==> config.mk <==
export PLATFORM = sky130hd
export DESIGN_NAME = mem_read_arbi_flat
export DESIGN_NICKNAME = d
export VERILOG_FILES = /design/src/rtl/mem_read_arbi_if.sv /design/src/rtl/mem_read_arbi.sv /design/src/flat_wrapper.sv
export SDC_FILE = /design/constraint.sdc
export NUM_CORES = 1
export LEC_CHECK = 0
export CORE_AREA = 2 2 120 122
export DETAILED_ROUTE_END_ITERATION = 10
export DIE_AREA = 0 0 122 124
export PLACE_DENSITY = 0.69
export SETUP_SLACK_MARGIN = 0.5
export SKIP_CTS_REPAIR_TIMING = 1
export SYNTH_ARGS = -nofsm -noshare
export SYNTH_HDL_FRONTEND = slang
export SYNTH_SLANG_ARGS = --single-unit
==> constraint.sdc <==
create_clock -name mem_clk -period 2.5 [get_ports mem_clk]
set_clock_uncertainty 0.05 [all_clocks]
set_input_delay 0.25 -clock mem_clk [delete_from_list [all_inputs] [get_ports mem_clk]]
set_output_delay 0.25 -clock mem_clk [all_outputs]
set_load 0.02 [all_outputs]
==> src/rtl/mem_read_arbi_if.sv <==
// Read-burst handshake bundle shared by the frame-buffer read channels and the
// DDR2 burst engine read port.
interface mem_read_arbi_if #(
  parameter int unsigned MEM_DATA_BITS = 64,
  parameter int unsigned ADDR_BITS     = 24,
  parameter int unsigned LEN_BITS      = 10
);
    logic                     rd_burst_req;
    logic [LEN_BITS-1:0]      rd_burst_len;
    logic [ADDR_BITS-1:0]     rd_burst_addr;
    logic                     rd_burst_data_valid;
    logic [MEM_DATA_BITS-1:0] rd_burst_data;
    logic                     rd_burst_finish;

    // master issues bursts and receives data
    modport master (
        output rd_burst_req, rd_burst_len, rd_burst_addr,
        input  rd_burst_data_valid, rd_burst_data, rd_burst_finish
    );

    modport slave (
        input  rd_burst_req, rd_burst_len, rd_burst_addr,
        output rd_burst_data_valid, rd_burst_data, rd_burst_finish
    );
endinterface

==> src/rtl/mem_read_arbi.sv <==
// Two-channel round-robin read-burst arbiter in front of the DDR2 burst engine
// read port; routes returned beats to the granted channel and checks beat counts.
module mem_read_arbi #(
    parameter int unsigned MEM_DATA_BITS = 64,
    parameter int unsigned ADDR_BITS     = 24,
    parameter int unsigned LEN_BITS      = 10
) (
    input  logic            mem_clk,
    input  logic            rst,
    mem_read_arbi_if.slave  ch0,
    mem_read_arbi_if.slave  ch1,
    mem_read_arbi_if.master mem,
    output logic            beat_err,
    output logic            grant_ch
);

    typedef enum logic [1:0] {
        IDLE    = 2'd0,
        BUSY    = 2'd1,
        RELEASE = 2'd2
    } state_t;

    state_t                   state_q, state_d;
    logic                     req_q, req_d;
    logic [LEN_BITS-1:0]      len_q, len_d;
    logic [ADDR_BITS-1:0]     addr_q, addr_d;
    logic [LEN_BITS:0]        cnt_q, cnt_d, cnt_inc;
    logic                     err_q, err_d;
    logic                     grant_q, grant_d;
    logic                     pick;
    logic                     busy;
    logic [MEM_DATA_BITS-1:0] data_w;

    always_comb begin
        state_d = state_q;
        req_d   = req_q;
        len_d   = len_q;
        addr_d  = addr_q;
        cnt_d   = cnt_q;
        err_d   = err_q;
        grant_d = grant_q;
        // Contention alternates away from the last grant; a lone request always wins.
        pick    = (ch0.rd_burst_req && ch1.rd_burst_req) ? ~grant_q : ch1.rd_burst_req;
        cnt_inc = (mem.rd_burst_data_valid && (cnt_q != '1)) ?
                  cnt_q + (LEN_BITS+1)'(1) : cnt_q;
        case (state_q)
            IDLE: begin
                if (ch0.rd_burst_req || ch1.rd_burst_req) begin
                    state_d = BUSY;
                    req_d   = 1'b1;
                    grant_d = pick;
                    len_d   = pick ? ch1.rd_burst_len  : ch0.rd_burst_len;
                    addr_d  = pick ? ch1.rd_burst_addr : ch0.rd_burst_addr;
                    cnt_d   = '0;
                end
            end
            BUSY: begin
                cnt_d = cnt_inc;
                // A beat coincident with finish is counted before the length check.
                if (mem.rd_burst_finish) begin
                    state_d = RELEASE;
                    req_d   = 1'b0;
                    if (cnt_inc != {1'b0, len_q}) err_d = 1'b1;
                end
            end
            RELEASE: state_d = IDLE;
            default: state_d = IDLE;
        endcase
    end

    always_ff @(posedge mem_clk or posedge rst) begin
        if (rst) begin
            state_q <= IDLE;
            req_q   <= 1'b0;
            len_q   <= '0;
            addr_q  <= '0;
            cnt_q   <= '0;
            err_q   <= 1'b0;
            grant_q <= 1'b1;
        end else begin
            state_q <= state_d;
            req_q   <= req_d;
            len_q   <= len_d;
            addr_q  <= addr_d;
            cnt_q   <= cnt_d;
            err_q   <= err_d;
            grant_q <= grant_d;
        end
    end

    assign busy   = (state_q == BUSY);
    assign data_w = mem.rd_burst_data;

    assign mem.rd_burst_req  = req_q;
    assign mem.rd_burst_len  = len_q;
    assign mem.rd_burst_addr = addr_q;

    assign ch0.rd_burst_data_valid = busy && !grant_q && mem.rd_burst_data_valid;
    assign ch0.rd_burst_finish     = busy && !grant_q && mem.rd_burst_finish;
    assign ch0.rd_burst_data       = data_w;
    assign ch1.rd_burst_data_valid = busy && grant_q && mem.rd_burst_data_valid;
    assign ch1.rd_burst_finish     = busy && grant_q && mem.rd_burst_finish;
    assign ch1.rd_burst_data       = data_w;

    assign beat_err = err_q;
    assign grant_ch = grant_q;

endmodule

==> src/flat_wrapper.sv <==
// flat-port wrapper written by rule: the top's interface ports become plain ports
module mem_read_arbi_flat 
#(
    parameter int unsigned MEM_DATA_BITS = 64,
    parameter int unsigned ADDR_BITS     = 24,
    parameter int unsigned LEN_BITS      = 10
)
  (mem_clk, rst, beat_err, grant_ch, ch0_rd_burst_req, ch0_rd_burst_len, ch0_rd_burst_addr, ch0_rd_burst_data_valid, ch0_rd_burst_data, ch0_rd_burst_finish, ch1_rd_burst_req, ch1_rd_burst_len, ch1_rd_burst_addr, ch1_rd_burst_data_valid, ch1_rd_burst_data, ch1_rd_burst_finish, mem_rd_burst_req, mem_rd_burst_len, mem_rd_burst_addr, mem_rd_burst_data_valid, mem_rd_burst_data, mem_rd_burst_finish);
  mem_read_arbi_if #(.MEM_DATA_BITS(MEM_DATA_BITS), .ADDR_BITS(ADDR_BITS), .LEN_BITS(LEN_BITS)) ch0_i ();
  mem_read_arbi_if #(.MEM_DATA_BITS(MEM_DATA_BITS), .ADDR_BITS(ADDR_BITS), .LEN_BITS(LEN_BITS)) ch1_i ();
  mem_read_arbi_if #(.MEM_DATA_BITS(MEM_DATA_BITS), .ADDR_BITS(ADDR_BITS), .LEN_BITS(LEN_BITS)) mem_i ();
  input  logic mem_clk;
  input  logic rst;
  output logic beat_err;
  output logic grant_ch;
  input wire logic [$bits(ch0_i.rd_burst_req)-1:0] ch0_rd_burst_req;
  input wire logic [$bits(ch0_i.rd_burst_len)-1:0] ch0_rd_burst_len;
  input wire logic [$bits(ch0_i.rd_burst_addr)-1:0] ch0_rd_burst_addr;
  output wire logic [$bits(ch0_i.rd_burst_data_valid)-1:0] ch0_rd_burst_data_valid;
  output wire logic [$bits(ch0_i.rd_burst_data)-1:0] ch0_rd_burst_data;
  output wire logic [$bits(ch0_i.rd_burst_finish)-1:0] ch0_rd_burst_finish;
  input wire logic [$bits(ch1_i.rd_burst_req)-1:0] ch1_rd_burst_req;
  input wire logic [$bits(ch1_i.rd_burst_len)-1:0] ch1_rd_burst_len;
  input wire logic [$bits(ch1_i.rd_burst_addr)-1:0] ch1_rd_burst_addr;
  output wire logic [$bits(ch1_i.rd_burst_data_valid)-1:0] ch1_rd_burst_data_valid;
  output wire logic [$bits(ch1_i.rd_burst_data)-1:0] ch1_rd_burst_data;
  output wire logic [$bits(ch1_i.rd_burst_finish)-1:0] ch1_rd_burst_finish;
  output wire logic [$bits(mem_i.rd_burst_req)-1:0] mem_rd_burst_req;
  output wire logic [$bits(mem_i.rd_burst_len)-1:0] mem_rd_burst_len;
  output wire logic [$bits(mem_i.rd_burst_addr)-1:0] mem_rd_burst_addr;
  input wire logic [$bits(mem_i.rd_burst_data_valid)-1:0] mem_rd_burst_data_valid;
  input wire logic [$bits(mem_i.rd_burst_data)-1:0] mem_rd_burst_data;
  input wire logic [$bits(mem_i.rd_burst_finish)-1:0] mem_rd_burst_finish;
  assign ch0_i.rd_burst_req = ch0_rd_burst_req;
  assign ch0_i.rd_burst_len = ch0_rd_burst_len;
  assign ch0_i.rd_burst_addr = ch0_rd_burst_addr;
  assign ch0_rd_burst_data_valid = ch0_i.rd_burst_data_valid;
  assign ch0_rd_burst_data = ch0_i.rd_burst_data;
  assign ch0_rd_burst_finish = ch0_i.rd_burst_finish;
  assign ch1_i.rd_burst_req = ch1_rd_burst_req;
  assign ch1_i.rd_burst_len = ch1_rd_burst_len;
  assign ch1_i.rd_burst_addr = ch1_rd_burst_addr;
  assign ch1_rd_burst_data_valid = ch1_i.rd_burst_data_valid;
  assign ch1_rd_burst_data = ch1_i.rd_burst_data;
  assign ch1_rd_burst_finish = ch1_i.rd_burst_finish;
  assign mem_rd_burst_req = mem_i.rd_burst_req;
  assign mem_rd_burst_len = mem_i.rd_burst_len;
  assign mem_rd_burst_addr = mem_i.rd_burst_addr;
  assign mem_i.rd_burst_data_valid = mem_rd_burst_data_valid;
  assign mem_i.rd_burst_data = mem_rd_burst_data;
  assign mem_i.rd_burst_finish = mem_rd_burst_finish;
  mem_read_arbi #(.MEM_DATA_BITS(MEM_DATA_BITS), .ADDR_BITS(ADDR_BITS), .LEN_BITS(LEN_BITS)) u_core (.mem_clk(mem_clk), .rst(rst), .ch0(ch0_i), .ch1(ch1_i), .mem(mem_i), .beat_err(beat_err), .grant_ch(grant_ch));
endmodule
==> reports/qor.yml <==
logic_synthesis:
  synth_edf_count: 0
  synth_common_cells: "buf_4, dfrtp_1, nor2_1"
  synth_seq_area_share_pct: 33.6
  synth_top_area_cell: "dfrtp_1"
  ys_types: 44
  ys_warn_count: 0
  synth_area_leaders: "dfrtp_1, buf_4, mux2i_1"
  async_flop_share_pct: 100
  postSynthAreaPerCell_um2: 8.63
  synth-main-ff-cell: "dfrtp_1"
  yosysTopAreaCellShare_pct: 32.9
  post_synth_instance_area_mm2: 0.00373
  syn_nets: 571
  syn_inst: 432
  yosysMostFrequentCell: "buf_4"
  ys_seq_elements: 50
power:
  total_power_mw: 4.29
  ir_worst_vdd_uv: 525
  power_density_mw_per_mm2: 968
  power_leakage_nw: 1.84
global_route:
  grt_pass1_vias: 2790
  grt_max_degree: 71
  antenna_found_initial: 0
  grt_first_pass_wirelength_um: 15700
  gr-usage-all-layers_pct: 13.5
  overflow: 0
layout:
  fin_area_mm2: 0.00443
  fin_cells: 602
  fillerInstances: 1460
  drive_above_1_share_pct: 8.06
  num_antenna_cells: 0
  area_growth_pct: 18.8
  nets: 560
  multiInputGateArea_mm2: 0.00148
  register_area_mm2: 0.00125
clock_network:
  cts_sinks: 50
  cts-root-buf: "clkbuf_16"
  htreeDepth: 2
  clock_path_buffers: 2
  clk_pin_slew_ps: 70
  cts_tree: "yes"
  clk_latency_ps: 290
  numCtsBuffers: 5
setup_path:
  path_class: "flop to flop"
  r2r_cells: 7
  startpoint: "u_core.cnt_q[1]$_DFFE_PP0P_"
  crit_arrival_ps: 2320
  cp.required_ps: 2620
  reg2reg_setup_slack_ps: 310
  rr_startpoint: "u_core.cnt_q[1]$_DFFE_PP0P_"
  cp-end-kind: "flop"
  rr_endpoint: "u_core.beat_err$_DFFE_PP0P_"
  crit_fanout: 6
  crit_end: "u_core.beat_err$_DFFE_PP0P_"
  cp-start-kind: "flop"
drt:
  detail_route.wl_per_cell_um: 17.4
  drtPass1Iterations: 6
  viasPerCell: 4.61
  postRouteWirelength_um: 10500
  drt_iter0_markers: 136
  antenna_left: 0
  drc: 0
  vias: 2778
placed_design:
  place.gp.congestion: 0.898
  dp_hpwl_um: 8380
  portBuffers: 114
  placed_cell_area_mm2: 0.00424
  dp_cells: 594
sta:
  hold_violations: 0
  min_period_over_period_pct: 87.6
  setup_tns_ps: 0
  grt_setup_unrepaired: "true"
  fmax_ghz: 0.456
  setup_viol: 0
  drv_slew: 0
  worst-slew-pin-transition_ps: 528
  period_minus_slack_ps: 2190
  relSlewSlack_pct: 64.8
min_path:
  worstHoldPathType: "primary input to asynchronous set/reset pin"
run:
  maxCapViolations: 0
floorplanning:
  rows: 43
  die_w_um: 122
  die_h_um: 124
  coreArea_mm2: 0.0137
  ioPinCount: 307
  die-area_mm2: 0.0151
  initial_utilization_pct: 27.2
run_status:
  status: "finished clean"
cell type report:
type | count | area share (%)
Tap cell | 180 | 5.08
Clock buffer | 6 | 2.91
Inverter | 5 | 0.423
Timing Repair Buffer | 127 | 29.0
Multi-Input combinational cell | 232 | 33.4
Sequential cell | 50 | 28.3
Clock inverter | 2 | 0.847
worst min path at each step:
stage                     slack [ps]                                        to  depth (start not counted)                           startpoint
after floorplan                  290             u_core.state_q[0]$_DFFE_PP0P_                          1                  mem_rd_burst_finish
after global routing             310  u_core.mem.rd_burst_addr[21]$_DFFE_PP0P_                          2                                  rst
after CTS                        280  u_core.mem.rd_burst_addr[21]$_DFFE_PP0P_                          2                                  rst
after detailed placement         430       u_core.mem.rd_burst_req$_DFFE_PP0P_                          1  u_core.mem.rd_burst_req$_DFFE_PP0P_
after global placement           410       u_core.mem.rd_burst_req$_DFFE_PP0P_                          1  u_core.mem.rd_burst_req$_DFFE_PP0P_
final                            260  u_core.mem.rd_burst_addr[21]$_DFFE_PP0P_                          2                                  rst
routing by layer:
layer	up-vias	track usage (%)	wire, um
met5	-	0	0
met4	0	5.10	263
met3	30	4.90	1090
met2	172	24.5	5390
met1	1260	14.4	3710
li1	1316	-	-
logic make-up (layout without fill, tap and decap cells):
group	Yosys count	count (layout)	share of synthesized area [%]
adder cells (fa/ha/maj)	1	1	0.335
flip-flops	50	50	33.6
AND/OR/NAND/NOR	106	106	13.9
multiplexers	35	35	9.43
XOR/XNOR	14	14	3.29
buffers and inverters	150	140	28.1
AO/OA/AOI/OAI	76	76	11.4
worst max-delay path: stages (launching register included):
cell and delay, ps:
dfrtp_2 440, ha_4 190, nand4_1 140, or2_1 350, and3_1 200, o21ai_0 290, nand4_1 120, o32a_1 300
power breakdown:
group | total (mW) | internal, mW | leakage [nW] | switching (mW)
Clock | 0.780 | 0.473 | 0.0771 | 0.307
Sequential | 1.41 | 1.12 | 0.576 | 0.291
Combinational | 2.10 | 1.03 | 1.18 | 1.06
Total | 4.29 | 2.63 | 1.84 | 1.66
sequential cells by signal (all words and copies together) (netlist names):
| register | cells |
|---|---|
| u_core.cnt_q | 11 |
| u_core.mem.rd_burst_addr | 24 |
| u_core.grant_ch | 1 |
| u_core.beat_err | 1 |
| u_core.mem.rd_burst_len | 10 |
| u_core.mem.rd_burst_req | 1 |
| u_core.state_q | 2 |
stage by stage:
step	setup WS, ps	utilization (%)	hold slack [ps]
global placement	169	30.9	413
global route	167	32.3	308
CTS	29.8	32.1	277
floorplan	511	-	288
finish	309	32.3	264
detailed placement	132	30.9	427
cell usage in the layout (no fill, tap or decap), types with 5 or more instances in the layout:
master / count
buf_4: 10
clkdlybuf4s50_1: 110
nor2_1: 46
nand4_1: 5
nand3_1: 6
xnor2_1: 11
mux2i_1: 34
nor3_1: 6
and3_1: 5
dfrtp_1: 47
a21oi_1: 44
o21ai_0: 15
clkbuf_16: 5
nand2_1: 19
(Power assumes the default switching activity.)
==> RTL change (same flow settings) <==
`ADDR_BITS` is set to 24 in 3 places; all go to 48.
--- a/src/rtl/mem_read_arbi_if.sv
+++ b/src/rtl/mem_read_arbi_if.sv
@@ -2,7 +2,7 @@
 // DDR2 burst engine read port.
 interface mem_read_arbi_if #(
   parameter int unsigned MEM_DATA_BITS = 64,
-  parameter int unsigned ADDR_BITS     = 24,
+  parameter int unsigned ADDR_BITS     = 48,
   parameter int unsigned LEN_BITS      = 10
 );
     logic                     rd_burst_req;
--- a/src/rtl/mem_read_arbi.sv
+++ b/src/rtl/mem_read_arbi.sv
@@ -2,7 +2,7 @@
 // read port; routes returned beats to the granted channel and checks beat counts.
 module mem_read_arbi #(
     parameter int unsigned MEM_DATA_BITS = 64,
-    parameter int unsigned ADDR_BITS     = 24,
+    parameter int unsigned ADDR_BITS     = 48,
     parameter int unsigned LEN_BITS      = 10
 ) (
     input  logic            mem_clk,
--- a/src/flat_wrapper.sv
+++ b/src/flat_wrapper.sv
@@ -2,7 +2,7 @@
 module mem_read_arbi_flat 
 #(
     parameter int unsigned MEM_DATA_BITS = 64,
-    parameter int unsigned ADDR_BITS     = 24,
+    parameter int unsigned ADDR_BITS     = 48,
     parameter int unsigned LEN_BITS      = 10
 )
   (mem_clk, rst, beat_err, grant_ch, ch0_rd_burst_req, ch0_rd_burst_len, ch0_rd_burst_addr, ch0_rd_burst_data_valid, ch0_rd_burst_data, ch0_rd_burst_finish, ch1_rd_burst_req, ch1_rd_burst_len, ch1_rd_burst_addr, ch1_rd_burst_data_valid, ch1_rd_burst_data, ch1_rd_burst_finish, mem_rd_burst_req, mem_rd_burst_len, mem_rd_burst_addr, mem_rd_burst_data_valid, mem_rd_burst_data, mem_rd_burst_finish);
Interface: changed (resized ch0_rd_burst_addr, ch1_rd_burst_addr and mem_rd_burst_addr); port bits go from 307 to 379. No check against the original RTL was run, so the function may have changed too.
==> RTL change against the unedited design <==
- total power grew 51%
- synthesized area grew 28%
- design area grew 43%
- sequential cell count grew 24
- routed wire length grew 31%
- critical endpoint unchanged
- hold slack lost 0.17 ns
- worst setup slack gained 0.22 ns
==> RTL change: results (changes against the unedited design) <==
* Root Driver: clkbuf_16
* Final cell count without fillers at 770 (+28%)
* Share of cells above drive strength 1 at 8.81% (+0.76 points)
* Net Sw Frac at 38.4% (-0.38 points)
* GRT Util Overall at 18.1% (+4.6 points)
* Post-synthesis sequential area ratio at 38.7% (+5.1 points)
* Clock network power share at 20.5% (+2.3 points)
* Register-to-Register Path Depth at 6 (-1)
* Worst path slowest cell: or4_4
* Bufs on Longest Clock Path at 2 (unchanged)
* GP Congestion at 0.884 (-1.6%)
* Vias at 3,666 (+32%)
* Largest net degree at the start of global routing at 86 (+21%)
* Met3 Use GR at 6.41% (+1.5 points)
* Crit path from: u_core.cnt_q[10]$_DFFE_PP0P_
* Net Count, Synth at 715 (+25%)
* DRC Markers at 0 (unchanged)
* Detail Placement HPWL at 10.9 mm (+30%)
* Slew HR at 73.4% (+8.7 points)
* Mean Syn Cell Area at 9.06 µm² (+5.0%)
* Placed insts at 747 (+26%)
* Max Fclk at 507 MHz (+11%)
* Met1 Use GR at 20.6% (+6.2 points)
* H-tree depth at 3 (+1)
* Status: finished, final reports clean
* Largest register FFs at 48 (+100%)
* WL/cell at 17.8 µm (+2.6%)
* Seq power at 2.06 mW (+46%)
* Fin Hold WS at 0.0985 ns (-0.166 ns)
* Critical path arrival at 2.13 ns (-0.19 ns)
* Initial drt markers at 105 (-23%)
* Max-Cap Viols at 0 (unchanged)
* DP Worst Slack at 0.224 ns (+0.0918 ns)
* Sw Pwr at 2.49 mW (+50%)
* PortBufs at 186 (+63%)
* Num CTS Buffers at 9 (+4)
* Placed instance area at 5940 µm² (+40%)
* Worst-path fanout max at 7 (+1)
* Leakage power at 2.72 nW (+48%)
* Worst-Skew Late Latency at 0.33 ns (+0.04 ns)
* VDD IR max at 0.372 mV (-29%)
* Clk slew on worst S/H paths at 0.06 ns
* Most frequent cells after synthesis: 128 x buf_4, 77 x nand2_1, 73 x dfrtp_1, 63 x o21ai_1, 61 x mux2i_1
* GR Util met2 at 31.6% (+7.1 points)
* Filler cells at 1,312 (-10%)
* DR pass1 iterations at 4 (-2)
==> RTL change: logic make-up (layout without fill, tap and decap cells) <==
kind of cell,after synthesis,count (layout),share of synthesized area (%)
AO/OA/AOI/OAI,98,98,11.5
XOR/XNOR,13,13,2.38
adder cells (fa/ha/maj),1,1,0.261
buffers and inverters,162,224,22.9
flip-flops,74,74,38.7
multiplexers,62,62,13.0
AND/OR/NAND/NOR,118,118,11.2
==> RTL change: layer usage <==
metal	routed length [µm]	share of wire (%)
met2	6930	50
met3	1390	10
met5	0	0
met4	265	1.9
met1	5150	37
==> RTL change: cell type report <==
class | count | area, µm² | share of cell area [%]
timing repair buffer | 203 | 2040 | 32.2
multi-input combinational | 292 | 1890 | 29.8
sequential | 74 | 1860 | 29.3
clock buffer | 11 | 243 | 3.82
tap | 180 | 225 | 3.55
clock inverter | 5 | 62.6 | 0.986
inverter | 5 | 22.5 | 0.355
